==> src/rtl/game_pkg.sv <==
// Shared definitions for the sequence generator: FSM state encoding and LFSR helpers.
// Pure declarations; no latency or backpressure of its own.
package game_pkg;
    localparam int LFSR_W    = 16;
    localparam int SYM_W_DEF = 3;
    localparam logic [LFSR_W-1:0] LFSR_NONZERO = 16'h0001;

    typedef enum logic [1:0] {
        ST_IDLE,
        ST_GEN,
        ST_SHOW,
        ST_DONE
    } seq_state_t;

    function automatic logic [LFSR_W-1:0] lfsr_fix(input logic [LFSR_W-1:0] v);
        return (v == '0) ? LFSR_NONZERO : v;
    endfunction

    // Fibonacci x^16+x^14+x^13+x^11+1, never allowed to lock up at zero.
    function automatic logic [LFSR_W-1:0] lfsr_step(input logic [LFSR_W-1:0] v);
        logic fb;
        fb = v[15] ^ v[13] ^ v[12] ^ v[10];
        return lfsr_fix({v[14:0], fb});
    endfunction
endpackage

==> src/rtl/seq_lfsr.sv <==
// Free-running 16-bit LFSR, advances every clock; exposes its low OUT_W bits.
// Latency: value changes every edge; no backpressure.
module seq_lfsr
    import game_pkg::*;
#(
    parameter logic [LFSR_W-1:0] SEED  = 16'hACE1,
    parameter int                OUT_W = SYM_W_DEF
) (
    input  logic             i_clk,
    input  logic             i_rst_n,
    output logic [OUT_W-1:0] o_bits
);
    localparam logic [LFSR_W-1:0] SEED_FIX = lfsr_fix(SEED);

    logic [LFSR_W-1:0] r_lfsr;

    always_ff @(posedge i_clk or negedge i_rst_n) begin
        if (!i_rst_n) begin
            r_lfsr <= SEED_FIX;
        end else begin
            r_lfsr <= lfsr_step(r_lfsr);
        end
    end

    assign o_bits = r_lfsr[OUT_W-1:0];
endmodule

==> src/rtl/sequence_generator.sv <==
// Builds and displays a random symbol sequence, then serves questions from it.
// Latency: sequence_done 1+SEQ_LEN+SEQ_LEN*SHOW_CYCLES edges after request_seq, rand_Q 1 edge; no backpressure.
module sequence_generator
    import game_pkg::*;
#(
    parameter int          SEQ_LEN     = 5,
    parameter int          SYM_W       = SYM_W_DEF,
    parameter int          SHOW_CYCLES = 4,
    parameter logic [15:0] SEED        = 16'hACE1
) (
    input  logic             clk,
    input  logic             rst,
    input  logic             request_seq,
    input  logic             request_Q,
    output logic             sequence_done,
    output logic [SYM_W-1:0] rand_Q,
    output logic [2:0]       q_idx,
    output logic             q_err,
    output logic [SYM_W-1:0] seq_sym,
    output logic             seq_sym_valid,
    output logic [2:0]       seq_idx,
    output logic             busy
);
    localparam int               CNT_W    = $clog2(SHOW_CYCLES + 1);
    localparam logic [2:0]       LAST_IDX = 3'(SEQ_LEN - 1);
    localparam logic [CNT_W-1:0] LAST_CNT = CNT_W'(SHOW_CYCLES - 1);

    seq_state_t       r_state;
    seq_state_t       w_state_nxt;
    logic [SYM_W-1:0] r_buf [SEQ_LEN];
    logic [2:0]       r_wr_idx;
    logic [2:0]       r_seq_idx;
    logic [CNT_W-1:0] r_show_cnt;
    logic             r_seq_valid;
    logic             r_busy;
    logic             r_sym_vld;
    logic             r_done;
    logic [2:0]       r_pick;
    logic [SYM_W-1:0] r_rand_q;
    logic [2:0]       r_q_idx;
    logic             r_q_err;
    logic [SYM_W-1:0] w_lfsr;
    logic             w_gen_start;
    logic             w_gen_wr;
    logic             w_show_start;
    logic             w_show_tick;
    logic             w_sym_adv;
    logic             w_show_end;
    logic             w_abort;

    seq_lfsr #(
        .SEED  (SEED),
        .OUT_W (SYM_W)
    ) u_lfsr (
        .i_clk   (clk),
        .i_rst_n (rst),
        .o_bits  (w_lfsr)
    );

    always_ff @(posedge clk or negedge rst) begin
        if (!rst) begin
            r_state <= ST_IDLE;
        end else begin
            r_state <= w_state_nxt;
        end
    end

    always_comb begin
        w_state_nxt  = r_state;
        w_gen_start  = 1'b0;
        w_gen_wr     = 1'b0;
        w_show_start = 1'b0;
        w_show_tick  = 1'b0;
        w_sym_adv    = 1'b0;
        w_show_end   = 1'b0;
        w_abort      = 1'b0;
        case (r_state)
            ST_IDLE: begin
                if (request_seq) begin
                    w_state_nxt = ST_GEN;
                    w_gen_start = 1'b1;
                end
            end
            ST_GEN: begin
                if (!request_seq) begin
                    w_state_nxt = ST_IDLE;
                    w_abort     = 1'b1;
                end else begin
                    w_gen_wr = 1'b1;
                    if (r_wr_idx == LAST_IDX) begin
                        w_state_nxt  = ST_SHOW;
                        w_show_start = 1'b1;
                    end
                end
            end
            ST_SHOW: begin
                if (!request_seq) begin
                    w_state_nxt = ST_IDLE;
                    w_abort     = 1'b1;
                end else begin
                    w_show_tick = 1'b1;
                    if (r_show_cnt == LAST_CNT) begin
                        if (r_seq_idx == LAST_IDX) begin
                            w_state_nxt = ST_DONE;
                            w_show_end  = 1'b1;
                        end else begin
                            w_sym_adv = 1'b1;
                        end
                    end
                end
            end
            ST_DONE: begin
                if (!request_seq) begin
                    w_state_nxt = ST_IDLE;
                end
            end
            default: w_state_nxt = ST_IDLE;
        endcase
    end

    always_ff @(posedge clk or negedge rst) begin
        if (!rst) begin
            r_wr_idx    <= '0;
            r_seq_idx   <= '0;
            r_show_cnt  <= '0;
            r_seq_valid <= 1'b0;
            r_busy      <= 1'b0;
            r_sym_vld   <= 1'b0;
            r_done      <= 1'b0;
        end else begin
            // Registered so the done level follows one edge behind the DONE state.
            r_done <= (r_state == ST_DONE) && request_seq;
            if (w_gen_start) begin
                r_seq_valid <= 1'b0;
                r_wr_idx    <= '0;
                r_busy      <= 1'b1;
            end
            if (w_gen_wr) begin
                r_wr_idx <= r_wr_idx + 3'd1;
            end
            if (w_show_start) begin
                r_seq_idx  <= '0;
                r_show_cnt <= '0;
                r_sym_vld  <= 1'b1;
            end
            if (w_show_tick) begin
                r_show_cnt <= (r_show_cnt == LAST_CNT) ? '0 : r_show_cnt + CNT_W'(1);
            end
            if (w_sym_adv) begin
                r_seq_idx <= r_seq_idx + 3'd1;
            end
            if (w_show_end || w_abort) begin
                r_busy     <= 1'b0;
                r_sym_vld  <= 1'b0;
                r_seq_idx  <= '0;
                r_show_cnt <= '0;
            end
            if (w_show_end) begin
                r_seq_valid <= 1'b1;
            end
            if (w_abort) begin
                r_seq_valid <= 1'b0;
            end
        end
    end

    always_ff @(posedge clk or negedge rst) begin
        if (!rst) begin
            for (int i = 0; i < SEQ_LEN; i++) begin
                r_buf[i] <= '0;
            end
        end else if (w_gen_wr) begin
            r_buf[r_wr_idx] <= w_lfsr;
        end
    end

    // Question path ignores the FSM; it only trusts the buffer once seq_valid is set.
    always_ff @(posedge clk or negedge rst) begin
        if (!rst) begin
            r_pick   <= '0;
            r_rand_q <= '0;
            r_q_idx  <= '0;
            r_q_err  <= 1'b0;
        end else begin
            r_pick  <= (r_pick == LAST_IDX) ? 3'd0 : r_pick + 3'd1;
            r_q_err <= request_Q && !r_seq_valid;
            if (request_Q) begin
                if (r_seq_valid) begin
                    r_rand_q <= r_buf[r_pick];
                    r_q_idx  <= r_pick;
                end else begin
                    r_rand_q <= '0;
                    r_q_idx  <= '0;
                end
            end
        end
    end

    assign sequence_done = r_done;
    assign rand_Q        = r_rand_q;
    assign q_idx         = r_q_idx;
    assign q_err         = r_q_err;
    assign seq_sym       = r_sym_vld ? r_buf[r_seq_idx] : '0;
    assign seq_sym_valid = r_sym_vld;
    assign seq_idx       = r_seq_idx;
    assign busy          = r_busy;
endmodule

==> config.mk <==
export PLATFORM = sky130hd
export DESIGN_NAME = sequence_generator
export DESIGN_NICKNAME = d
export VERILOG_FILES = /design/src/rtl/game_pkg.sv /design/src/rtl/seq_lfsr.sv /design/src/rtl/sequence_generator.sv
export SDC_FILE = /design/constraint.sdc
export NUM_CORES = 1
export LEC_CHECK = 0
export CAP_MARGIN = 20
export CORE_ASPECT_RATIO = 0.75
export CORE_MARGIN = 2
export CORE_UTILIZATION = 54
export DETAILED_ROUTE_END_ITERATION = 7
export PLACE_DENSITY_LB_ADDON = 0.08
export SETUP_SLACK_MARGIN = 0.15
export SLEW_MARGIN = 25
export SYNTH_ARGS = -nofsm -noshare
export SYNTH_HDL_FRONTEND = slang
export SYNTH_SLANG_ARGS = --single-unit
==> constraint.sdc <==
create_clock -name clk -period 2.55 [get_ports clk]
set_clock_uncertainty 0.15 [all_clocks]
set_input_delay 0.51 -clock clk [delete_from_list [all_inputs] [get_ports clk]]
set_output_delay 0.51 -clock clk [all_outputs]
set_load 0.005 [all_outputs]
Yosys cells after proc, flatten, opt, wreduce, memory -nomap -nowiden
Index checks and enable logic that the tools add are counted.
{"block": "op_classes", "n_mul": 0, "n_lt_le_gt_ge": 4, "mux": 54, "shift": 0, "n_reduce_logical": 15, "eq_ne": 12, "bitwise": 6, "add_sub_neg": 4, "div_mod_pow": 0}
{"operator": "$mux W3", "n": 17}
{"operator": "$mux W1", "n": 24}
{"operator": "$bmux W3 S3", "n": 2}
{"operator": "$logic_not A16 Y1", "n": 1}
{"operator": "$mux W16", "n": 1}
{"operator": "$bwmux W15", "n": 1}
{"operator": "$mux W2", "n": 7}
{"operator": "$add A3 B1 Y3 const B", "n": 4}
{"operator": "$ge A4 B4 Y1 const B", "n": 3}
{"operator": "$not A3 Y4", "n": 3}
{"operator": "$demux W3 S3", "n": 1}
{"operator": "$eq A3 B3 Y1 const B", "n": 3}
{"operator": "$ne A3 B3 Y1 const B", "n": 3}
{"operator": "$reduce_bool A3 Y1", "n": 3}
{"operator": "$pmux W2 S4", "n": 1}
{"operator": "$reduce_bool A2 Y1", "n": 3}
{"operator": "$reduce_and A5 Y1", "n": 1}
{"operator": "$eq A2 B2 Y1 const B", "n": 2}
{"operator": "$lt A4 B1 Y1 const B", "n": 1}
{"operator": "$ne A2 B2 Y1 const B", "n": 2}
{"operator": "$eq A3 B2 Y1 const B", "n": 1}
{"operator": "$logic_and A1 B1 Y1", "n": 3}
{"operator": "$xor A1 B1 Y1", "n": 3}
{"operator": "$eq A2 B1 Y1 const B", "n": 1}
{"operator": "other kinds (4)", "n": 4}
{"block": "word_totals", "in_bits": 4, "latch_bits": 0, "memories": 0, "ramBits": 0, "regBits": 56, "elab_cells": 113, "mem_bits_ro": 0}

Depth between registers and ports, before layout
{"block": "depth", "depth_word": 7, "mapped_depth": 5, "ltp_nobuf": 5}

By module
A second synthesis with hierarchy kept.
{"block": "unflattened", "cells_unflattened": 221, "area_unflattened_um2": 2648.8}
{"module": "sequence_generator", "cells_per_inst": 178, "area_each_um2": 2099.5, "n_inst": 1, "seq_area_each_um2": 1001.0}
{"module": "seq_lfsr", "cells_per_inst": 43, "area_each_um2": 549.3, "n_inst": 1, "seq_area_each_um2": 410.4}

Least setup slack after synthesis
OpenSTA, ideal clock, no wires.
{"block": "synth_timing", "path_type": "register -> register", "from": "register r_state[1]", "to": "register r_buf[3] in the netlist's numbering", "stages_incl_launch_ff": 6, "synth_period_minus_slack_ps": 1887, "path_buffers": 0, "slack_ps": 663, "arrival_ps": 1612, "required_ps": 2275, "setup_time_ps": 125, "path_cell_list": "dfrtp_1 inv_1 ha_1 nand2_2 or4_4 mux2_4"}
{"block": "synth_between", "elab_chain_len": 2}
{"element": "from (decl)", "line_no": "sequence_generator.sv:28", "source": "seq_state_t r_state;"}
{"element": "from (signal assigned)", "line_no": "sequence_generator.sv:64", "source": "r_state <= w_state_nxt;"}
{"element": "$eq A2 B1 Y1", "line_no": "sequence_generator.sv:77", "source": "case (r_state)"}
{"element": "$mux W1", "line_no": "sequence_generator.sv:77"}
{"element": "to (signal, indexed assignment)", "line_no": "sequence_generator.sv:173", "source": "r_buf[r_wr_idx] <= w_lfsr;"}
{"element": "to (decl)", "line_no": "sequence_generator.sv:30", "source": "logic [SYM_W-1:0] r_buf [SEQ_LEN];"}
No other way between the ends.
A chain may end at the register's enable or synchronous reset.

Worst setup path in the final report
{"block": "layout_timing", "from": "register r_seq_idx[0] (netlist: seq_idx[0])", "to": "output port seq_sym[2]"}
{"block": "layout_between", "elab_chain_len": 5}
{"element": "from (decl)", "line_no": "sequence_generator.sv:32", "source": "logic [2:0] r_seq_idx;"}
{"element": "from (signal assigned)", "line_no": "sequence_generator.sv:150", "source": "r_seq_idx <= r_seq_idx + 3'd1;"}
{"element": "$not A3 Y4 (implied by the code)", "line_no": "sequence_generator.sv:203", "source": "assign seq_sym = r_sym_vld ? r_buf[r_seq_idx] : '0;"}
{"element": "$bmux W3 S3", "line_no": "sequence_generator.sv:203"}
{"element": "$mux W3 (implied by the code) (2 in series)", "line_no": "sequence_generator.sv:203"}
{"element": "$mux W3", "line_no": "sequence_generator.sv:203"}
{"element": "to (decl)", "line_no": "sequence_generator.sv:19", "source": "output logic [SYM_W-1:0] seq_sym,"}
No other way between the ends. The select of a mux whose other input is x is not followed.

==> metrics.txt <==
Final Cycle Share 0.940; WP data arrival ~1700 ps; H-tree levels 2; # IOs 20; share of the synthesized area in the top cell type 0.459; worst r2r dst r_buf[3]; GRT overflow 0; clock power share 0.218; Async SR Flop Fraction 1.00; internal power 1.59 mW; worst slew margin relative to its limit 0.607; Layout area overhead 13.3%; Routability Congestion between 0.9 and 1; combinational power share 0.264; Reg clk slew, reported paths around 100 ps; cts hold-fix bufs 0; die area between 5000 and 6000 um^2; Post-synth EDFFs 0; first-pass GRT wire length just over 9000 um; Worst Setup EP seq_sym[2]; # setup viols final 0; overall die width between 80 and 90 um; Post-Syn Area approximately 2600 um^2; Req. time, crit path between 1500 and 2000 ps; share of layout cells above drive strength 1 0.229; Total Wirelength approximately 5200 um; fin crit period around 2400 ps; crit path kind flop to output pin; WHS 33.7 ps; synth warn 0; leakage 1.31 nW; worst skew pair latency 320 ps; CTS tree done; RSZ-0062 raised after global routing yes; HPWL Detailed 3850 um; Final #Nets around 250; largest area contributor in the netlist dfrtp_1; synth top area cells dfrtp_1 (46%), dfstp_2 (8.0%), ha_1 (5.7%); Cell Pwr Density between 700 and 800 nW/um^2; dpl cell area about 2800 um^2; Design Area, Final 2960 um^2; Max VDD drop around 0.43 mV; Switching Share 0.324; setup TNS 0 ps; initial antenna violation count 0; remaining antenna violation count 0; status completed; largest net degree at the start of global routing 32; I/O Buffers 19; net switching power ~0.76 mW; Die H approximately 64 um; DR pass1 iterations 4; Slew Limit Fails 0; ant diodes 0; FP Rows 21; Core ar. 4570 um^2; total CTS buffers 5; TritonCTS Sinks between 50 and 60; CP Capture Type output pin; routed vias/inst 6.04; Starting Density 0.572; flop and latch count out of synthesis 56; crit-path max FO 4; register area share after synthesis 0.539; vias in the first global route approximately 1800; WL/cell 17.9 um; Root Driver clkbuf_8; R2R setup slack between 400 and 500 ps; final hold violations 0; Syn Nets about 240; Post-synth top flop dfrtp_1; Crit. Startpoint seq_idx[0]; R2R depth 5; # DRC 0; max_cap viols 0; gr usage total 0.221; Seq pwr share 0.518; r2r startpoint r_state[1]; DR iter-0 viols 133; cell count after synthesis 220; Design Power between 2 and 2.5 mW; post-synth cell types 40; Hold Path Class input pin to asynchronous set/reset pin; startpoint types flop; fmax between 400 and 500 MHz; via count approximately 1800; clk buf depth 2; pin slew with the least headroom to its limit 590 ps; synthesized area per cell 11.9 um^2
==> Yosys cell counts, types with 5 or more instances <==
| cell | number |
|---|---|
| dfrtp_1 | 48 |
| clkbuf_1 | 18 |
| nand2_1 | 14 |
| inv_1 | 13 |
| mux2_2 | 13 |
| ha_1 | 12 |
| o21ai_0 | 11 |
| nand3_1 | 9 |
| dfstp_2 | 8 |
| mux4_2 | 6 |
| nor2_1 | 6 |
| a21oi_1 | 5 |
| nand2b_1 | 5 |
| nor2b_1 | 5 |
| nor4_1 | 5 |
==> cell families after synthesis <==
kind of cell	share of synthesized area
DFF	0.539
xor gates and xnor gates	0.0100
buffers and inverters	0.0483
adders and majority gates	0.0574
and+or+nand+nor	0.133
muxes	0.136
AOI/OAI and AO/OA	0.0756
==> registers in the layout, summed over array words and instances (netlist names) <==
name	count
busy	1
q_err	1
q_idx	3
r_buf	15
r_pick	3
r_seq_valid	1
r_show_cnt	3
r_state	2
r_wr_idx	3
rand_Q	3
seq_idx	3
seq_sym_valid	1
sequence_done	1
u_lfsr.r_lfsr	16
==> layout by cell type (no fill, tap or decap), types with 3 or more instances in the layout <==
master,n
mux2i_1,3
clkdlybuf4s50_1,15
buf_4,8
nand4b_1,3
mux2_4,3
a221o_1,3
ha_1,12
nand2b_1,5
dfstp_2,8
mux2_2,13
nor2_1,6
inv_1,13
nand2_1,14
nand3_1,9
nor4_1,5
mux4_2,6
a21oi_1,5
nand4_1,3
o21ai_0,11
nor2b_1,5
clkbuf_8,5
dfrtp_1,47
==> worst min path at each step <==
| stage | startpoint | to | slack [ps] | cells after the start |
|---|---|---|---|---|
| CTS | rst | u_lfsr.r_lfsr[1] | 50 | 1 |
| global route | rst | r_state[1] | 60 | 1 |
| detailed placement | u_lfsr.r_lfsr[5] | u_lfsr.r_lfsr[6] | 210 | 0 |
| finish | rst | u_lfsr.r_lfsr[2] | 30 | 1 |
| global placement | u_lfsr.r_lfsr[6] | u_lfsr.r_lfsr[7] | 210 | 0 |
| floorplan | rst | busy | 60 | 0 |
==> power groups by stage <==
stage	combinational [mW]	sequential [mW]	clock (mW)
after global routing	0.690	1.24	0.574
after global placement	0.597	1.22	0
after floorplan	0.465	1.15	0
after CTS	0.622	1.21	0.524
after detailed placement	0.626	1.23	0
final	0.619	1.22	0.511
==> layer usage <==
metal,global-route usage,up-vias,share of wire
met5,0,-,0
met4,0.0794,0,0.020
met3,0.0646,11,0.057
met2,0.345,72,0.45
met1,0.296,887,0.47
li1,-,800,-
==> worst max-delay path: stages, from the launching register on <==
cell and delay, ps:
dfrtp_2 420, buf_4 130, mux4_2 490, nand2_1 80
nand2_1 40, dlygate4sd2_1 250
==> stage by stage <==
stage	utilization	setup WS (ps)	instances
5_1_grt	0.648	92.4	293
6_report	0.648	154	293
2_1_floorplan	-	663	220
4_1_cts	0.648	73.9	292
3_3_place_gp	0.622	271	281
3_5_place_dp	0.622	181	281
==> timing repair <==
| item | CTS | global route |
|---|---|---|
| setup endpoints to repair | 3 | 2 |
| setup buffers | 3 | 1 |
| resized for setup | 4 | 2 |
| gates cloned | 0 | 0 |
==> final cells by class <==
cell class | instances | area [um^2]
flip-flops and latches | 56 | 1410
well taps | 57 | 71.3
fillers | 362 | 1610
clock inverters | 3 | 26.3
clock buffers | 5 | 68.8
repair buffers | 28 | 258
multi-input cells | 131 | 1080
inverters | 13 | 48.8
Power figures use the tool's default switching activity.
